<file path="config.mk">
export PLATFORM = sky130hd
export DESIGN_NAME = cp_sequencer_flat
export DESIGN_NICKNAME = d
export VERILOG_FILES = /design/src/rtl/cp_sequencer_if.sv /design/src/rtl/cp_sequencer.sv /design/src/flat_wrapper.sv
export SDC_FILE = /design/constraint.sdc
export NUM_CORES = 1
export LEC_CHECK = 0
export CAP_MARGIN = 25
export CORE_UTILIZATION = 51
export CTS_CLUSTER_SIZE = 10
export DETAILED_ROUTE_END_ITERATION = 7
export MAX_ROUTING_LAYER = met4
export PLACE_DENSITY = 0.77
export SYNTH_ARGS = -nofsm -noshare
export SYNTH_HDL_FRONTEND = slang
export SYNTH_SLANG_ARGS = --single-unit
</file>
<file path="constraint.sdc">
create_clock -name clk -period 2.5 [get_ports clk]
set_clock_uncertainty 0.2 [all_clocks]
set_input_delay 0.375 -clock clk [delete_from_list [all_inputs] [get_ports clk]]
set_output_delay 0.375 -clock clk [all_outputs]
set_load 0.01 [all_outputs]
</file>
<file path="src/rtl/cp_sequencer_if.sv">
// Request/grant handshake and pump-control bundle for cp_sequencer.
// master = requester/loop logic side, slave = sequencer side.
interface cp_sequencer_if #(
  parameter int unsigned CNT_W = 6,
  parameter int unsigned NET_W = 8
);
  logic             start;
  logic             stop;
  logic             up_req;
  logic [CNT_W-1:0] up_len;
  logic             up_ack;
  logic             dn_req;
  logic [CNT_W-1:0] dn_len;
  logic             dn_ack;
  logic             src_n;
  logic             snk;
  logic             preChrg;
  logic             rst;
  logic             busy;
  logic [NET_W-1:0] net;

  modport master (
    output start, stop, up_req, up_len, dn_req, dn_len,
    input  up_ack, dn_ack, src_n, snk, preChrg, rst, busy, net
  );

  modport slave (
    input  start, stop, up_req, up_len, dn_req, dn_len,
    output up_ack, dn_ack, src_n, snk, preChrg, rst, busy, net
  );
endinterface

</file>
<file path="src/rtl/cp_sequencer.sv">
// Charge-pump burst scheduler: precharge, round-robin UP/DN grants with
// dead-time gaps, and a saturating signed net-charge tally.
module cp_sequencer #(
  parameter int unsigned CNT_W       = 6,
  parameter int unsigned PRE_CYCLES  = 11,
  parameter int unsigned DEAD_CYCLES = 1,
  parameter int unsigned NET_W       = 8
) (
  input logic           clk,
  input logic           reset,
  cp_sequencer_if.slave bus
);

  // Sum width holds net +/- the largest zero-extended length without wrap.
  localparam int unsigned SUM_W = ((NET_W > CNT_W) ? NET_W : CNT_W) + 2;
  localparam logic signed [SUM_W-1:0] NET_MAX = {{(SUM_W-NET_W+1){1'b0}}, {(NET_W-1){1'b1}}};
  localparam logic signed [SUM_W-1:0] NET_MIN = {{(SUM_W-NET_W+1){1'b1}}, {(NET_W-1){1'b0}}};

  typedef enum logic [2:0] {
    IDLE, PRECHARGE, READY, SRC, SNK, DEAD
  } state_t;

  state_t           state, state_d;
  logic [CNT_W-1:0] cnt, cnt_d;
  logic [CNT_W-1:0] blen, blen_d;
  logic             last_up, last_up_d;  // 1 when the most recent grant went to UP
  logic [NET_W-1:0] net_d;
  logic             up_ack_d, dn_ack_d;
  logic signed [SUM_W-1:0] net_ext, len_ext;

  function automatic logic [NET_W-1:0] sat(input logic signed [SUM_W-1:0] v);
    if (v > NET_MAX) return NET_W'(NET_MAX);
    if (v < NET_MIN) return NET_W'(NET_MIN);
    return NET_W'(v);
  endfunction

  // Next-state, counters, arbitration and tally update
  always_comb begin
    state_d   = state;
    cnt_d     = cnt;
    blen_d    = blen;
    last_up_d = last_up;
    net_d     = bus.net;
    up_ack_d  = 1'b0;
    dn_ack_d  = 1'b0;
    net_ext   = {{(SUM_W-NET_W){bus.net[NET_W-1]}}, bus.net};
    len_ext   = {{(SUM_W-CNT_W){1'b0}}, blen};

    if (bus.stop) begin
      state_d = IDLE;
    end else begin
      case (state)
        IDLE: begin
          if (bus.start) begin
            state_d = PRECHARGE;
            cnt_d   = CNT_W'(PRE_CYCLES);
            net_d   = '0;
          end
        end
        PRECHARGE: begin
          if (cnt == CNT_W'(1)) state_d = READY;
          else                  cnt_d   = cnt - CNT_W'(1);
        end
        READY: begin
          if (bus.up_req && (!bus.dn_req || !last_up)) begin
            last_up_d = 1'b1;
            if (bus.up_len == '0) begin
              up_ack_d = 1'b1;
            end else begin
              state_d = SRC;
              cnt_d   = bus.up_len;
              blen_d  = bus.up_len;
            end
          end else if (bus.dn_req) begin
            last_up_d = 1'b0;
            if (bus.dn_len == '0) begin
              dn_ack_d = 1'b1;
            end else begin
              state_d = SNK;
              cnt_d   = bus.dn_len;
              blen_d  = bus.dn_len;
            end
          end
        end
        SRC, SNK: begin
          if (cnt == CNT_W'(1)) begin
            state_d = DEAD;
            cnt_d   = CNT_W'(DEAD_CYCLES);
            if (state == SRC) begin
              up_ack_d = 1'b1;
              net_d    = sat(net_ext + len_ext);
            end else begin
              dn_ack_d = 1'b1;
              net_d    = sat(net_ext - len_ext);
            end
          end else begin
            cnt_d = cnt - CNT_W'(1);
          end
        end
        DEAD: begin
          if (cnt == CNT_W'(1)) state_d = READY;
          else                  cnt_d   = cnt - CNT_W'(1);
        end
        default: state_d = IDLE;
      endcase
    end
  end

  // State register; pump controls decoded from the next state
  always_ff @(posedge clk or posedge reset) begin
    if (reset) begin
      state       <= IDLE;
      cnt         <= '0;
      blen        <= '0;
      last_up     <= 1'b0;
      bus.net     <= '0;
      bus.up_ack  <= 1'b0;
      bus.dn_ack  <= 1'b0;
      bus.src_n   <= 1'b1;
      bus.snk     <= 1'b0;
      bus.preChrg <= 1'b0;
      bus.rst     <= 1'b1;
      bus.busy    <= 1'b0;
    end else begin
      state       <= state_d;
      cnt         <= cnt_d;
      blen        <= blen_d;
      last_up     <= last_up_d;
      bus.net     <= net_d;
      bus.up_ack  <= up_ack_d;
      bus.dn_ack  <= dn_ack_d;
      bus.src_n   <= (state_d != SRC);
      bus.snk     <= (state_d == SNK);
      bus.preChrg <= (state_d == PRECHARGE);
      bus.rst     <= 1'b0;
      bus.busy    <= !((state_d == IDLE) || (state_d == READY));
    end
  end

endmodule

</file>
<file path="src/flat_wrapper.sv">
// flat-port wrapper written by rule: the top's interface ports become plain ports
module cp_sequencer_flat 
#(
  parameter int unsigned CNT_W       = 6,
  parameter int unsigned PRE_CYCLES  = 11,
  parameter int unsigned DEAD_CYCLES = 1,
  parameter int unsigned NET_W       = 8
)
  (clk, reset, bus_start, bus_stop, bus_up_req, bus_up_len, bus_dn_req, bus_dn_len, bus_up_ack, bus_dn_ack, bus_src_n, bus_snk, bus_preChrg, bus_rst, bus_busy, bus_net);
  cp_sequencer_if #(.CNT_W(CNT_W), .NET_W(NET_W)) bus_i ();
  input logic clk;
  input logic reset;
  input wire logic [$bits(bus_i.start)-1:0] bus_start;
  input wire logic [$bits(bus_i.stop)-1:0] bus_stop;
  input wire logic [$bits(bus_i.up_req)-1:0] bus_up_req;
  input wire logic [$bits(bus_i.up_len)-1:0] bus_up_len;
  input wire logic [$bits(bus_i.dn_req)-1:0] bus_dn_req;
  input wire logic [$bits(bus_i.dn_len)-1:0] bus_dn_len;
  output wire logic [$bits(bus_i.up_ack)-1:0] bus_up_ack;
  output wire logic [$bits(bus_i.dn_ack)-1:0] bus_dn_ack;
  output wire logic [$bits(bus_i.src_n)-1:0] bus_src_n;
  output wire logic [$bits(bus_i.snk)-1:0] bus_snk;
  output wire logic [$bits(bus_i.preChrg)-1:0] bus_preChrg;
  output wire logic [$bits(bus_i.rst)-1:0] bus_rst;
  output wire logic [$bits(bus_i.busy)-1:0] bus_busy;
  output wire logic [$bits(bus_i.net)-1:0] bus_net;
  assign bus_i.start = bus_start;
  assign bus_i.stop = bus_stop;
  assign bus_i.up_req = bus_up_req;
  assign bus_i.up_len = bus_up_len;
  assign bus_i.dn_req = bus_dn_req;
  assign bus_i.dn_len = bus_dn_len;
  assign bus_up_ack = bus_i.up_ack;
  assign bus_dn_ack = bus_i.dn_ack;
  assign bus_src_n = bus_i.src_n;
  assign bus_snk = bus_i.snk;
  assign bus_preChrg = bus_i.preChrg;
  assign bus_rst = bus_i.rst;
  assign bus_busy = bus_i.busy;
  assign bus_net = bus_i.net;
  cp_sequencer #(.CNT_W(CNT_W), .PRE_CYCLES(PRE_CYCLES), .DEAD_CYCLES(DEAD_CYCLES), .NET_W(NET_W)) u_core (.clk(clk), .reset(reset), .bus(bus_i));
endmodule
</file>
-- Yosys cells after proc, flatten, opt, wreduce, memory -nomap -nowiden
Cells that the tools add are included.
- add/sub/neg operators: 3
- magnitude comparators: 4
- eq/ne operators: 18
- multiplexer cells: 66
- bitwise gates (word level): 1
- reduce and logical (&&, ||, !) cells: 19
- operators with widths (kind ; number):
    2-to-1 mux 8 bit ; 11
    2-to-1 mux 6 bit ; 7
    2-to-1 mux 1 bit ; 35
    2-to-1 mux 3 bit ; 8
    case mux 6 bit (4 select lines) ; 1
    greater-than comparator 10 x 8 -> 1 bit, second input constant ; 2
    < comparator 10 x 8 -> 1 bit, second input constant ; 2
    case mux 8 bit (2 select lines) ; 1
    zero test 6 bit ; 2
    case mux 3 bit (4 select lines) ; 1
    adder 8 x 7 -> 9 bit ; 1
    equality test 3 x 2 -> 1 bit, second input constant ; 3
    equality test 3 bit, second input constant ; 3
    inequality test 3 x 2 -> 1 bit, second input constant ; 3
    subtractor 8 x 7 -> 9 bit ; 1
    AND reduction 7 bit ; 1
    equality test 3 x 1 -> 1 bit, second input constant ; 2
    equality test 6 x 1 -> 1 bit, second input constant ; 1
    zero test 3 bit ; 2
    inequality test 2 bit, second input constant ; 3
    subtractor 6 x 1 -> 6 bit, second input constant ; 1
    AND reduction 5 bit ; 1
    inequality test 2 x 1 -> 1 bit, second input constant ; 2
    case mux 1 bit (2 select lines) ; 2
    other kinds (10) ; 15
- bits in registers: 31
- input bits: 18
- output and inout port bits: 15
- logic and storage cells: 123

-- Logic depth before layout (Yosys ltp)
- word-level depth: 17
- gate-level depth with buffers: 10
- depth with buffers taken out: 10

-- Worst setup path before layout
OpenSTA, ideal clock, no wires.
- path kind: register -> register
- start: register u_core.bus.net[0]
- end: register u_core.bus.net[2]
- library setup time: 0.122 ns
- arrival time: 2.255 ns
- data required time: 2.178 ns
- setup slack: -0.077 ns
- cell stages (with the launch flop): 9
- clock period less this slack: 2.577 ns
- path through: dfrtp_1 -> ha_1 -> fa_1 -> nor2b_1 -> o211ai_1 -> nor2_1 -> a221oi_4 -> a21bo_1 -> a32o_1
- word-level cells in the longest chain between the ends: 13
- elaborated cells on any way between the ends: 37
- classes of those cells: 2 x add/sub; 4 x order compare; 31 x mux
- RTL lines (what ; line ; source):
    start, declared ; cp_sequencer_if.sv:29 ; output up_ack, dn_ack, src_n, snk, preChrg, rst, busy, net
    start signal, assigned ; cp_sequencer.sv:129 ; bus.net <= net_d;
    subtractor 8 x 7 -> 9 bit / adder 8 x 7 -> 9 bit (equally long branches) ; cp_sequencer.sv:94, cp_sequencer.sv:91 ;
    < comparator 10 x 8 -> 1 bit ; cp_sequencer.sv:33 ; if (v < NET_MIN) return NET_W'(NET_MIN);
    2-to-1 mux 1 bit (2 in a row) ; cp_sequencer.sv:33 ;
    2-to-1 mux 1 bit ; cp_sequencer.sv:89 ; if (state == SRC) begin
    2-to-1 mux 1 bit ; cp_sequencer.sv:86 ; if (cnt == CNT_W'(1)) begin
    2-to-1 mux 1 bit ; cp_sequencer.sv:52 ; case (state)
    2-to-1 mux 1 bit ; cp_sequencer.sv:49 ; if (bus.stop) begin
    2-to-1 mux 8 bit ; cp_sequencer.sv:34 ; return NET_W'(v);
    2-to-1 mux 8 bit ; cp_sequencer.sv:33 ;
    2-to-1 mux 8 bit (*) ; cp_sequencer.sv:89 ;
    2-to-1 mux 8 bit (*) ; cp_sequencer.sv:86 ;
    case mux 8 bit (2 select lines) (*) ; cp_sequencer.sv:52 ;
Every way passes the cells marked *; elsewhere a longest branch is shown, timed or not. The select of a mux whose other input is x is not followed.
A chain may end at the register's enable or synchronous reset.

-- Worst setup path in the final report
- start: register u_core.blen[0]
- end: register u_core.bus.net[4]
- word-level cells in the longest chain between the ends: 13
- elaborated cells on any way between the ends: 37
- classes of those cells: 2 x add/sub; 4 x order compare; 31 x mux
- RTL lines (what ; line ; source):
    start, declared ; cp_sequencer.sv:25 ; logic [CNT_W-1:0] blen, blen_d;
    start signal, assigned ; cp_sequencer.sv:127 ; blen <= blen_d;
    subtractor 8 x 7 -> 9 bit / adder 8 x 7 -> 9 bit (equally long branches) ; cp_sequencer.sv:94, cp_sequencer.sv:91 ;
    < comparator 10 x 8 -> 1 bit ; cp_sequencer.sv:33 ;
    2-to-1 mux 1 bit (2 in a row) ; cp_sequencer.sv:33 ;
    2-to-1 mux 1 bit ; cp_sequencer.sv:89 ;
    2-to-1 mux 1 bit ; cp_sequencer.sv:86 ;
    2-to-1 mux 1 bit ; cp_sequencer.sv:52 ;
    2-to-1 mux 1 bit ; cp_sequencer.sv:49 ;
    2-to-1 mux 8 bit ; cp_sequencer.sv:34 ;
    2-to-1 mux 8 bit ; cp_sequencer.sv:33 ;
    2-to-1 mux 8 bit (*) ; cp_sequencer.sv:89 ;
    2-to-1 mux 8 bit (*) ; cp_sequencer.sv:86 ;
    case mux 8 bit (2 select lines) (*) ; cp_sequencer.sv:52 ;
Marked as above.

==> results.toml <==
[run_status]
outcome = "finished, violations left"
violations = "negative setup slack"

[setup_path]
rr_startpoint = "u_core.blen[0]"
path_max_fanout = 4
ff2ff_setup_slack_ns = -0.20
arrival_ns = 2.67
critPathKind = "flip-flop to flip-flop"
critPathCaptureType = "flip-flop"
start_kind = "flip-flop"
required_ns = 2.47
rr_endpoint = "u_core.bus.net[4]"
rr_worst_depth = 9

[route]
met3_length_um = 405
drc_errors = 0
routed_wl_mm = 7.295
drt-initial-drc-count = 243
routedWlPerCell_um = 16.32
wl_met2_mm = 3.313
viasPerCell = 5.969
ant_nets = 0
wl_met1_mm = 3.469
dr.pass1.iters = 5
top_layer_used = "met4"
via_count = 2668

[sta]
worst_slack_ns = -0.1995
period_share = 1.080
relSlewSlack = 0.5786
timing.fmax_ghz = 0.3704
fin_crit_ns = 2.699
finalHoldViolCount = 0
final-max-slew-violation-count = 0
worst_pin_slew_ns = 0.6275
rsz0062_at_grt = "true"
setup-violations-final = 6

[synth]
ys_ff_latch = 31
synth_seq_area_share = 0.3051
synthXorXnorAreaFrac = 0.02060
synth_top_family_by_area = "compound AO/OA/AOI/OAI gates"
synth_nets = 340
synth_edf_count = 0
synth_compound_area_frac = 0.2879
syn_area_um2 = 2551
synth.avg_cell_area_um2 = 8.365
synthSimpleGateAreaFrac = 0.2163
syn-instance-count = 305
yosysUniqueCellTypes = 65
yosysWarningCount = 0
synthMuxAreaShare = 0.02403
async_flop_share = 1.000
synth_ff_type = "dfrtp_1"
synthAdderAreaFrac = 0.08926

[clocking]
clkTransAtPathRegs_ns = 0.07
cts-htree-levels = 2
cts_tree = "done"
clk_path_buf_depth = 2
numCtsBuffers = 5
clockRootBuffer = "clkbuf_8"
clock_latency_ns = 0.29
cts_sinks = 31

[placement]
dpl.hpwl_mm = 5.392
place.gp.congestion = 0.9370
place_ws_ns = -0.1881
io_buffers = 32

[final_layout]
area_growth_pct = 36.78
final_util = 0.7339
fill_cells = 370
layout.nets = 414
drive_above_1_share = 0.2526
diodes = 0

[die]
die_h_um = 72.73
die_w_um = 72.73
coreArea_um2 = 4755
ioPinCount = 33
start_util = 0.5366
num_rows = 25
dieArea_um2 = 5289

[job]
max_cap_viol_count = 0

[global_route]
antenna_found_initial = 0
grt_overflow = 0
grt_pass1_wl_mm = 11.97
grt_max_degree = 32
grt_usage = 0.3058
grt_pass1_vias = 2438

[power]
p_per_area_nw_per_um2 = 624.4
p_leak_uw = 0.001523
ir_drop_mv = 0.3713

[worst_hold_path]
hold_path.class = "input pin to async pin"
cells by family after synthesis:
logic type / after synthesis
and+or+nand+nor: 108
AOI/OAI and AO/OA: 103
buffers and inverters: 33
DFF: 31
adders and majority gates: 17
xor gates and xnor gates: 6
muxes: 6
other: 1
synth_stat cells, types with 3 or more instances:
| library cell | number | area, um2 |
|---|---|---|
| nor2_1 | 32 | 120.1 |
| dfrtp_1 | 29 | 725.7 |
| nand2_1 | 23 | 86.33 |
| a21oi_1 | 21 | 105.1 |
| o21ai_0 | 20 | 100.1 |
| inv_1 | 18 | 67.56 |
| ha_1 | 15 | 187.7 |
| nor3_1 | 11 | 55.05 |
| clkbuf_1 | 7 | 26.28 |
| nand2b_1 | 7 | 43.79 |
| nor2b_1 | 7 | 43.79 |
| o31ai_1 | 6 | 45.04 |
| xnor2_1 | 6 | 52.55 |
| a21o_1 | 5 | 37.54 |
| buf_2 | 5 | 25.02 |
| mux2i_1 | 5 | 50.05 |
| nand3_1 | 5 | 25.02 |
| nand4_1 | 5 | 31.28 |
| a21oi_2 | 4 | 35.03 |
| a22o_1 | 4 | 35.03 |
| a211oi_1 | 3 | 22.52 |
| a31oi_1 | 3 | 18.77 |
| and2_1 | 3 | 18.77 |
| nor4_1 | 3 | 18.77 |
| o211ai_1 | 3 | 22.52 |
| o21a_1 | 3 | 22.52 |
flip-flops by register name, indices dropped and copies added, names as in the netlist:
name / flops
u_core.bus.up_ack: 1
u_core.bus.preChrg: 1
u_core.blen: 6
u_core.cnt: 6
u_core.state: 3
u_core.bus.snk: 1
u_core.bus.net: 8
u_core.bus.rst: 1
u_core.bus.dn_ack: 1
u_core.last_up: 1
u_core.bus.busy: 1
u_core.bus.src_n: 1
critical path, cell delays in order (launching register included):
cell	delay, ns
dfrtp_1	0.41
buf_4	0.15
buf_4	0.13
ha_1	0.18
nand2b_1	0.18
a211oi_1	0.38
o31ai_2	0.15
a31oi_2	0.34
o21ai_0	0.17
a32o_1	0.29
how the worst max path moves through the flow:
stage,start,slack (ns),cells past startpoint,endpoint
final,u_core.blen[0],-0.20,9,u_core.bus.net[4]
after global routing,u_core.bus.net[0],-0.26,8,u_core.bus.net[2]
after CTS,u_core.bus.net[0],-0.14,8,u_core.bus.net[2]
after detailed placement,u_core.bus.net[0],-0.19,10,u_core.bus.net[4]
after global placement,u_core.blen[0],-0.14,8,u_core.bus.net[4]
after floorplan,u_core.bus.net[0],0.005,10,u_core.bus.net[2]
layout make-up:
type / count / area [um2] / area share
Clock inverter: 2 / 35.03 / 0.01004
Tap cell: 67 / 83.83 / 0.02402
Timing Repair Buffer: 81 / 688.2 / 0.1972
Sequential cell: 31 / 779.5 / 0.2234
Multi-Input combinational cell: 241 / 1749 / 0.5013
Clock buffer: 6 / 82.58 / 0.02366
Inverter: 19 / 71.32 / 0.02044
report_power, final:
part	internal [uW]	switching, uW
Sequential	581	79.7
Clock	322	192
Combinational	470	534
cell usage in the layout (no fill, tap or decap), drive strengths merged, types with 2 or more instances in the layout:
cell type / count
o21a: 3
nor3: 12
nand2b: 7
xnor2: 6
ha: 15
a21o: 5
o21ai: 22
or3: 3
a221oi: 3
a211oi: 3
dfstp: 2
o31ai: 6
o2bb2ai: 2
a21oi: 25
nand3: 5
clkbuf: 6
fa: 2
mux2i: 5
nor2b: 7
a32oi: 2
a32o: 2
and2: 3
o211ai: 3
a22oi: 2
a21boi: 3
dfrtp: 29
buf: 49
o221ai: 2
inv: 19
nor2: 32
a21bo: 3
clkdlybuf4s50: 32
nor4: 4
nand2: 23
nand4: 5
a31oi: 3
or4: 2
a22o: 4
what timing repair did:
action,4_1_cts,5_1_grt
setup buffers,7,4
setup endpoints to repair,6,8
hold buffers,0,0
resized for setup,11,16
pin swaps,5,9
stage by stage:
stage	hold WS (ns)	area (um2)	setup TNS [ns]	total power, uW	std cells
floorplan	0.2770	2559	0	1238	305
global placement	0.3177	3186	-0.5088	1536	429
detailed placement	0.3185	3186	-0.9772	1559	429
CTS	0.2954	3401	-0.4058	2112	444
global route	0.3245	3490	-1.302	2321	447
finish	0.2835	3490	-0.8765	2179	447
metal layers:
layer  global-route usage  vias up
li1                     -     1265
met1               0.4240     1276
met2               0.4507      116
met3              0.05249       11
met4               0.1068        0
met5                    -        -
No activity file was read; power rests on OpenSTA's default activity.
